**config.mk**
```make
export PLATFORM = sky130hd
export DESIGN_NAME = multicycle_ctrl
export DESIGN_NICKNAME = d
export VERILOG_FILES = /design/src/rtl/rv_ctrl_pkg.sv /design/src/rtl/ctrl_decode.sv /design/src/rtl/multicycle_ctrl.sv
export SDC_FILE = /design/constraint.sdc
export NUM_CORES = 1
export LEC_CHECK = 0
export CAP_MARGIN = 15
export CELL_PAD_IN_SITES_DETAIL_PLACEMENT = 1
export CELL_PAD_IN_SITES_GLOBAL_PLACEMENT = 1
export CORE_MARGIN = 2
export CORE_UTILIZATION = 27
export CTS_CLUSTER_SIZE = 24
export DETAILED_ROUTE_END_ITERATION = 8
export PLACE_DENSITY = 0.83
export SLEW_MARGIN = 10
export SYNTH_ARGS = -nofsm -noshare
export SYNTH_HDL_FRONTEND = slang
export SYNTH_HIERARCHICAL = 1
export SYNTH_SLANG_ARGS = --single-unit
```
**constraint.sdc**
```tcl
create_clock -name clk -period 2.3 [get_ports clk]
set_input_delay 0.46 -clock clk [delete_from_list [all_inputs] [get_ports clk]]
set_output_delay 0.46 -clock clk [all_outputs]
set_load 0.03 [all_outputs]
```
**src/rtl/rv_ctrl_pkg.sv**
```systemverilog
// Shared definitions for the RV32I control path: opcode and immediate-format
// encodings plus the multicycle sequencer state type.
package rv_ctrl_pkg;

    localparam logic [6:0] OP_R      = 7'b0110011;
    localparam logic [6:0] OP_I      = 7'b0010011;
    localparam logic [6:0] OP_LOAD   = 7'b0000011;
    localparam logic [6:0] OP_STORE  = 7'b0100011;
    localparam logic [6:0] OP_BRANCH = 7'b1100011;

    localparam logic [1:0] IMM_I = 2'b00;
    localparam logic [1:0] IMM_S = 2'b01;
    localparam logic [1:0] IMM_B = 2'b10;

    typedef enum logic [2:0] {
        FETCH,
        DECODE,
        EXEC,
        MEM,
        WB
    } state_t;

endpackage

```
**src/rtl/ctrl_decode.sv**
```systemverilog
// Purely combinational instruction-to-control-field decoder, shared between
// the multicycle sequencer and any single-cycle variant.
module ctrl_decode
    import rv_ctrl_pkg::*;
(
    input  logic [31:0] instr,
    output logic [1:0]  IMMs,
    output logic        ALUsrc,
    output logic [2:0]  ALUop,
    output logic        sub,
    output logic        MemtoReg,
    output logic        legal,
    output logic        is_load,
    output logic        is_store,
    output logic        is_branch
);

    logic [6:0] opcode;
    logic [2:0] func3;
    logic [6:0] func7;
    logic       unused_fields;

    assign opcode        = instr[6:0];
    assign func3         = instr[14:12];
    assign func7         = instr[31:25];
    assign unused_fields = ^{instr[24:15], instr[11:7]};

    // Unsupported opcodes leave every field at zero so the datapath stays inert.
    always_comb begin
        IMMs      = IMM_I;
        ALUsrc    = 1'b0;
        ALUop     = 3'b000;
        sub       = 1'b0;
        MemtoReg  = 1'b0;
        legal     = 1'b0;
        is_load   = 1'b0;
        is_store  = 1'b0;
        is_branch = 1'b0;
        case (opcode)
            OP_R: begin
                ALUop    = func3;
                sub      = |func7;
                MemtoReg = 1'b1;
                legal    = 1'b1;
            end
            OP_I: begin
                ALUsrc   = 1'b1;
                ALUop    = func3;
                MemtoReg = 1'b1;
                legal    = 1'b1;
            end
            OP_LOAD: begin
                ALUsrc  = 1'b1;
                legal   = 1'b1;
                is_load = 1'b1;
            end
            OP_STORE: begin
                IMMs     = IMM_S;
                ALUsrc   = 1'b1;
                legal    = 1'b1;
                is_store = 1'b1;
            end
            OP_BRANCH: begin
                IMMs      = IMM_B;
                sub       = 1'b1;
                legal     = 1'b1;
                is_branch = 1'b1;
            end
            default: ;
        endcase
    end

endmodule

```
**src/rtl/multicycle_ctrl.sv**
```systemverilog
// Multicycle RV32I sequencer: walks FETCH/DECODE/EXEC/MEM/WB over req/ack
// memories, drives datapath strobes and counts retired instructions.
module multicycle_ctrl
    import rv_ctrl_pkg::*;
#(
    parameter int CNT_W = 32
) (
    input  logic             clk,
    input  logic             rst,
    input  logic [31:0]      instr,
    input  logic             Z,
    input  logic             imem_ack,
    input  logic             dmem_ack,
    output logic             imem_req,
    output logic             dmem_req,
    output logic             memRW,
    output logic             ir_we,
    output logic             mdr_we,
    output logic             pc_we,
    output logic             PCsrc,
    output logic             regW,
    output logic             ALUsrc,
    output logic [2:0]       ALUop,
    output logic             sub,
    output logic [1:0]       IMMs,
    output logic             MemtoReg,
    output logic             illegal,
    output logic [CNT_W-1:0] instret
);

    state_t state;
    state_t next_state;
    logic   boot;
    logic   active;
    logic   legal;
    logic   is_load;
    logic   is_store;
    logic   is_branch;

    ctrl_decode u_decode (
        .instr     (instr),
        .IMMs      (IMMs),
        .ALUsrc    (ALUsrc),
        .ALUop     (ALUop),
        .sub       (sub),
        .MemtoReg  (MemtoReg),
        .legal     (legal),
        .is_load   (is_load),
        .is_store  (is_store),
        .is_branch (is_branch)
    );

    // boot marks the first cycle after reset, which stays quiet in FETCH.
    always_ff @(posedge clk) begin
        if (rst) begin
            state <= FETCH;
            boot  <= 1'b1;
        end else begin
            state <= next_state;
            boot  <= 1'b0;
        end
    end

    assign active = !rst && !boot;

    always_ff @(posedge clk) begin
        if (rst)
            instret <= '0;
        else if (pc_we && !illegal)
            instret <= instret + CNT_W'(1);
    end

    always_comb begin
        next_state = state;
        case (state)
            FETCH:  if (active && imem_ack) next_state = DECODE;
            DECODE: next_state = legal ? EXEC : FETCH;
            EXEC: begin
                if (is_branch)
                    next_state = FETCH;
                else if (is_load || is_store)
                    next_state = MEM;
                else
                    next_state = WB;
            end
            MEM:    if (dmem_ack) next_state = is_load ? WB : FETCH;
            WB:     next_state = FETCH;
            default: next_state = FETCH;
        endcase
    end

    // Strobes are forced low during reset so an open request drops at once.
    always_comb begin
        imem_req = 1'b0;
        dmem_req = 1'b0;
        memRW    = 1'b0;
        ir_we    = 1'b0;
        mdr_we   = 1'b0;
        pc_we    = 1'b0;
        PCsrc    = 1'b0;
        regW     = 1'b0;
        illegal  = 1'b0;
        if (active) begin
            case (state)
                FETCH: begin
                    imem_req = 1'b1;
                    ir_we    = imem_ack;
                end
                DECODE: begin
                    illegal = !legal;
                    pc_we   = !legal;
                end
                EXEC: begin
                    pc_we = is_branch;
                    PCsrc = is_branch && Z;
                end
                MEM: begin
                    dmem_req = 1'b1;
                    memRW    = is_store;
                    mdr_we   = dmem_ack && is_load;
                    pc_we    = dmem_ack && is_store;
                end
                WB: begin
                    regW  = 1'b1;
                    pc_we = 1'b1;
                end
                default: ;
            endcase
        end
    end

endmodule

```
==> out/metrics.yaml <==
detailed_routing:
  via_count: 2473
  drc: 0
  vias_per_cell: 5.23
  wl_per_cell_um: 18.1
  drt-pass1-iter-count: 4
  drt-initial-drc-count: 80
  wl_um: 8540
  antenna_left: 0
floorplan:
  die_area_um2: 8240
  fp.dieW_um: 90.8
  row_count: 31
  dieHeight_um: 90.8
  fp.coreArea_um2: 7250
  pin_count: 86
  initial_utilization: 0.280
flow_run:
  maxCapViolations: 0
global_route:
  grt_pass1_vias: 2609
  globalRouteOverflowTotal: 0
  grt_max_degree: 18
  antenna_found_initial: 0
  grt_usage: 0.189
  grt_pass1_wl_um: 12800
finish:
  nFillCells: 858
  drive_above_1_share: 0.350
  stdcell_area_um2: 3590
  syn_to_final_growth_pct: 76.6
  antenna_cells: 0
  fin_util: 0.495
  nets: 411
setup_path:
  cp_cell_sequence: "buf_6, and4bb_2, nand3b_1, nor2_2, nand3_2, buf_6, a311oi_4, nand4_1, or4_4, a21oi_2"
  start_kind: "primary input"
  crit_path_end_kind: "flip-flop"
  cp_slowest_cell: "or4_4"
  cp.required_ns: 2.54
  path_class: "primary input to flip-flop"
  max_stage_delay_ns: 0.55
  path_delay_family: "simple AND/OR/NAND/NOR gates"
  crit_top_cell: "buf_6"
  cp_max_fo: 4
  worstPathArrival_ns: 2.77
  cp.buffers_inverters: 2
sta:
  whs_ns: 0.506
  tightest_slew_ns: 0.703
  hold_violations: 0
  finalCritPeriodShare: 1.10
  final.setup.worst_slack_ns: -0.230
  rsz0062_at_grt: "yes"
  setup_viol: 28
  fmax_mhz: 395
  maxSlewViolCount: 0
  skew_ns: 0.00307
  finalCriticalPeriod_ns: 2.53
  relSlewSlack: 0.528
power:
  power.density_nw_per_um2: 374
  p_leak_nw: 1.25
  vdd_drop_max_mv: 0.276
logic_synthesis:
  synth_area_leaders: "dfxtp_1, a21oi_1, or3_1"
  ys_seq_area_frac: 0.355
  synth_edf_count: 0
  ys_top_cells_by_count: "dfxtp_1, a21oi_1, nand2_1"
  synthCells: 254
  ys.flop_type: "dfxtp_1"
  yosysMostFrequentCell: "dfxtp_1"
  synth_top_area_cell: "dfxtp_1"
  ys_ff_latch: 36
  synth_top_area_frac: 0.355
  ys_types: 49
  synthArstFlopShare: 0
  synth_area_um2: 2030
  avgSynthCellArea_um2: 8.00
  synth_warnings: 6
  synth_fp_nets: 292
cts:
  path_clk_slew_ns: 0.08
  clock_latency_ns: 0.29
  cts_made_buffers: 5
  cts_tree: "built"
  cts_sinks: 36
  cts_buffer_depth: 2
  h-tree-depth: 2
  cts_root_buffer: "clkbuf_8"
placed_design:
  dpl_cell_area_um2: 3080
  dpl.hpwl_um: 5510
  port_buffers: 70
  place_congestion: 0.775
outcome:
  violations: "negative setup slack"
  outcome: "finished with violations"
min_path:
  min_path_type: "flip-flop to flip-flop"
[cell families after synthesis]
logic type / Yosys count / share of synthesized area
simple gates: 116 / 0.334
compound gates: 69 / 0.213
flops: 36 / 0.355
buf+inv: 21 / 0.0419
xor+xnor: 7 / 0.0302
mux: 4 / 0.0203
fa+ha+maj: 1 / 0.00616
[layer usage]
layer  track usage  part of all wire  up-vias
li1              -                 -     1192
met1         0.225              0.42     1213
met2         0.339              0.54       48
met3        0.0367             0.027       20
met4        0.0603             0.022        0
met5             0                 0        -
[flip-flops by register name (all words and copies together), names as in the netlist]
name / count
instret: 32
state: 3
boot: 1
[layout by cell type (no fill, tap or decap), types with 5 or more instances in the layout]
cell type	synthesis	layout
clkdlybuf4s50_1	0	45
nor2_1	16	14
nand2_1	18	17
nand4_1	7	7
buf_4	1	60
a21oi_1	30	24
and3_1	7	6
and2_1	6	6
nand3_1	13	11
a21oi_2	0	6
or3_1	13	10
dfxtp_1	36	36
or4_1	10	8
clkbuf_8	0	5
inv_1	8	7
o31ai_1	10	7
buf_6	0	16
o21ai_1	1	6
[area by class of cell]
class                   instances  area (um^2)  share of cell area
repair buffers                125         1120               0.311
clock inverters                 3         42.5              0.0119
inverters                       8         30.0             0.00837
multi-input cells             197         1490               0.414
flip-flops and latches         36          721               0.201
clock buffers                   5         68.8              0.0192
well taps                      99          124              0.0345
[where the power goes]
part	internal, mW	total [mW]	leakage (nW)	switching [mW]
logic	0.0671	0.127	0.909	0.0596
clock network	0.321	0.584	0.0541	0.262
registers	0.625	0.630	0.290	0.00544
[stage by stage]
stage / cells / setup TNS (ns) / setup WS [ns] / power (mW)
2_1_floorplan: 254 / -0.0494 / -0.0334 / 0.684
3_3_place_gp: 447 / -15.96 / -0.569 / 0.755
3_5_place_dp: 447 / -19.39 / -0.716 / 0.758
4_1_cts: 462 / -0.226 / -0.0848 / 1.33
5_1_grt: 473 / -5.35 / -0.335 / 1.38
6_report: 473 / -3.09 / -0.230 / 1.34
[worst min-delay path, stage by stage, from the launching register on]
cell     delay (ns)
dfxtp_1        0.35
o21ai_2        0.07
a21oi_2        0.05
[repair_timing]
action	CTS	global route
gates resized for setup	37	46
hold buffers	0	0
setup buffers	7	12
endpoints found under the setup margin	39	29
pin swaps	19	20
[worst paths after layout]
kind / start / to / slack [ns] / cells past startpoint
hold reg to reg: instret[19]$_SDFFE_PP0P_ / instret[19]$_SDFFE_PP0P_ / 0.51 / 2
setup / recovery: instr[2] / instret[31]$_SDFFE_PP0P_ / -0.23 / 10
setup reg to reg: boot$_DFF_P_ / instret[23]$_SDFFE_PP0P_ / 0.01 / 5
hold / removal: instret[19]$_SDFFE_PP0P_ / instret[19]$_SDFFE_PP0P_ / 0.51 / 2
No activity file was read; power rests on OpenSTA's default activity.
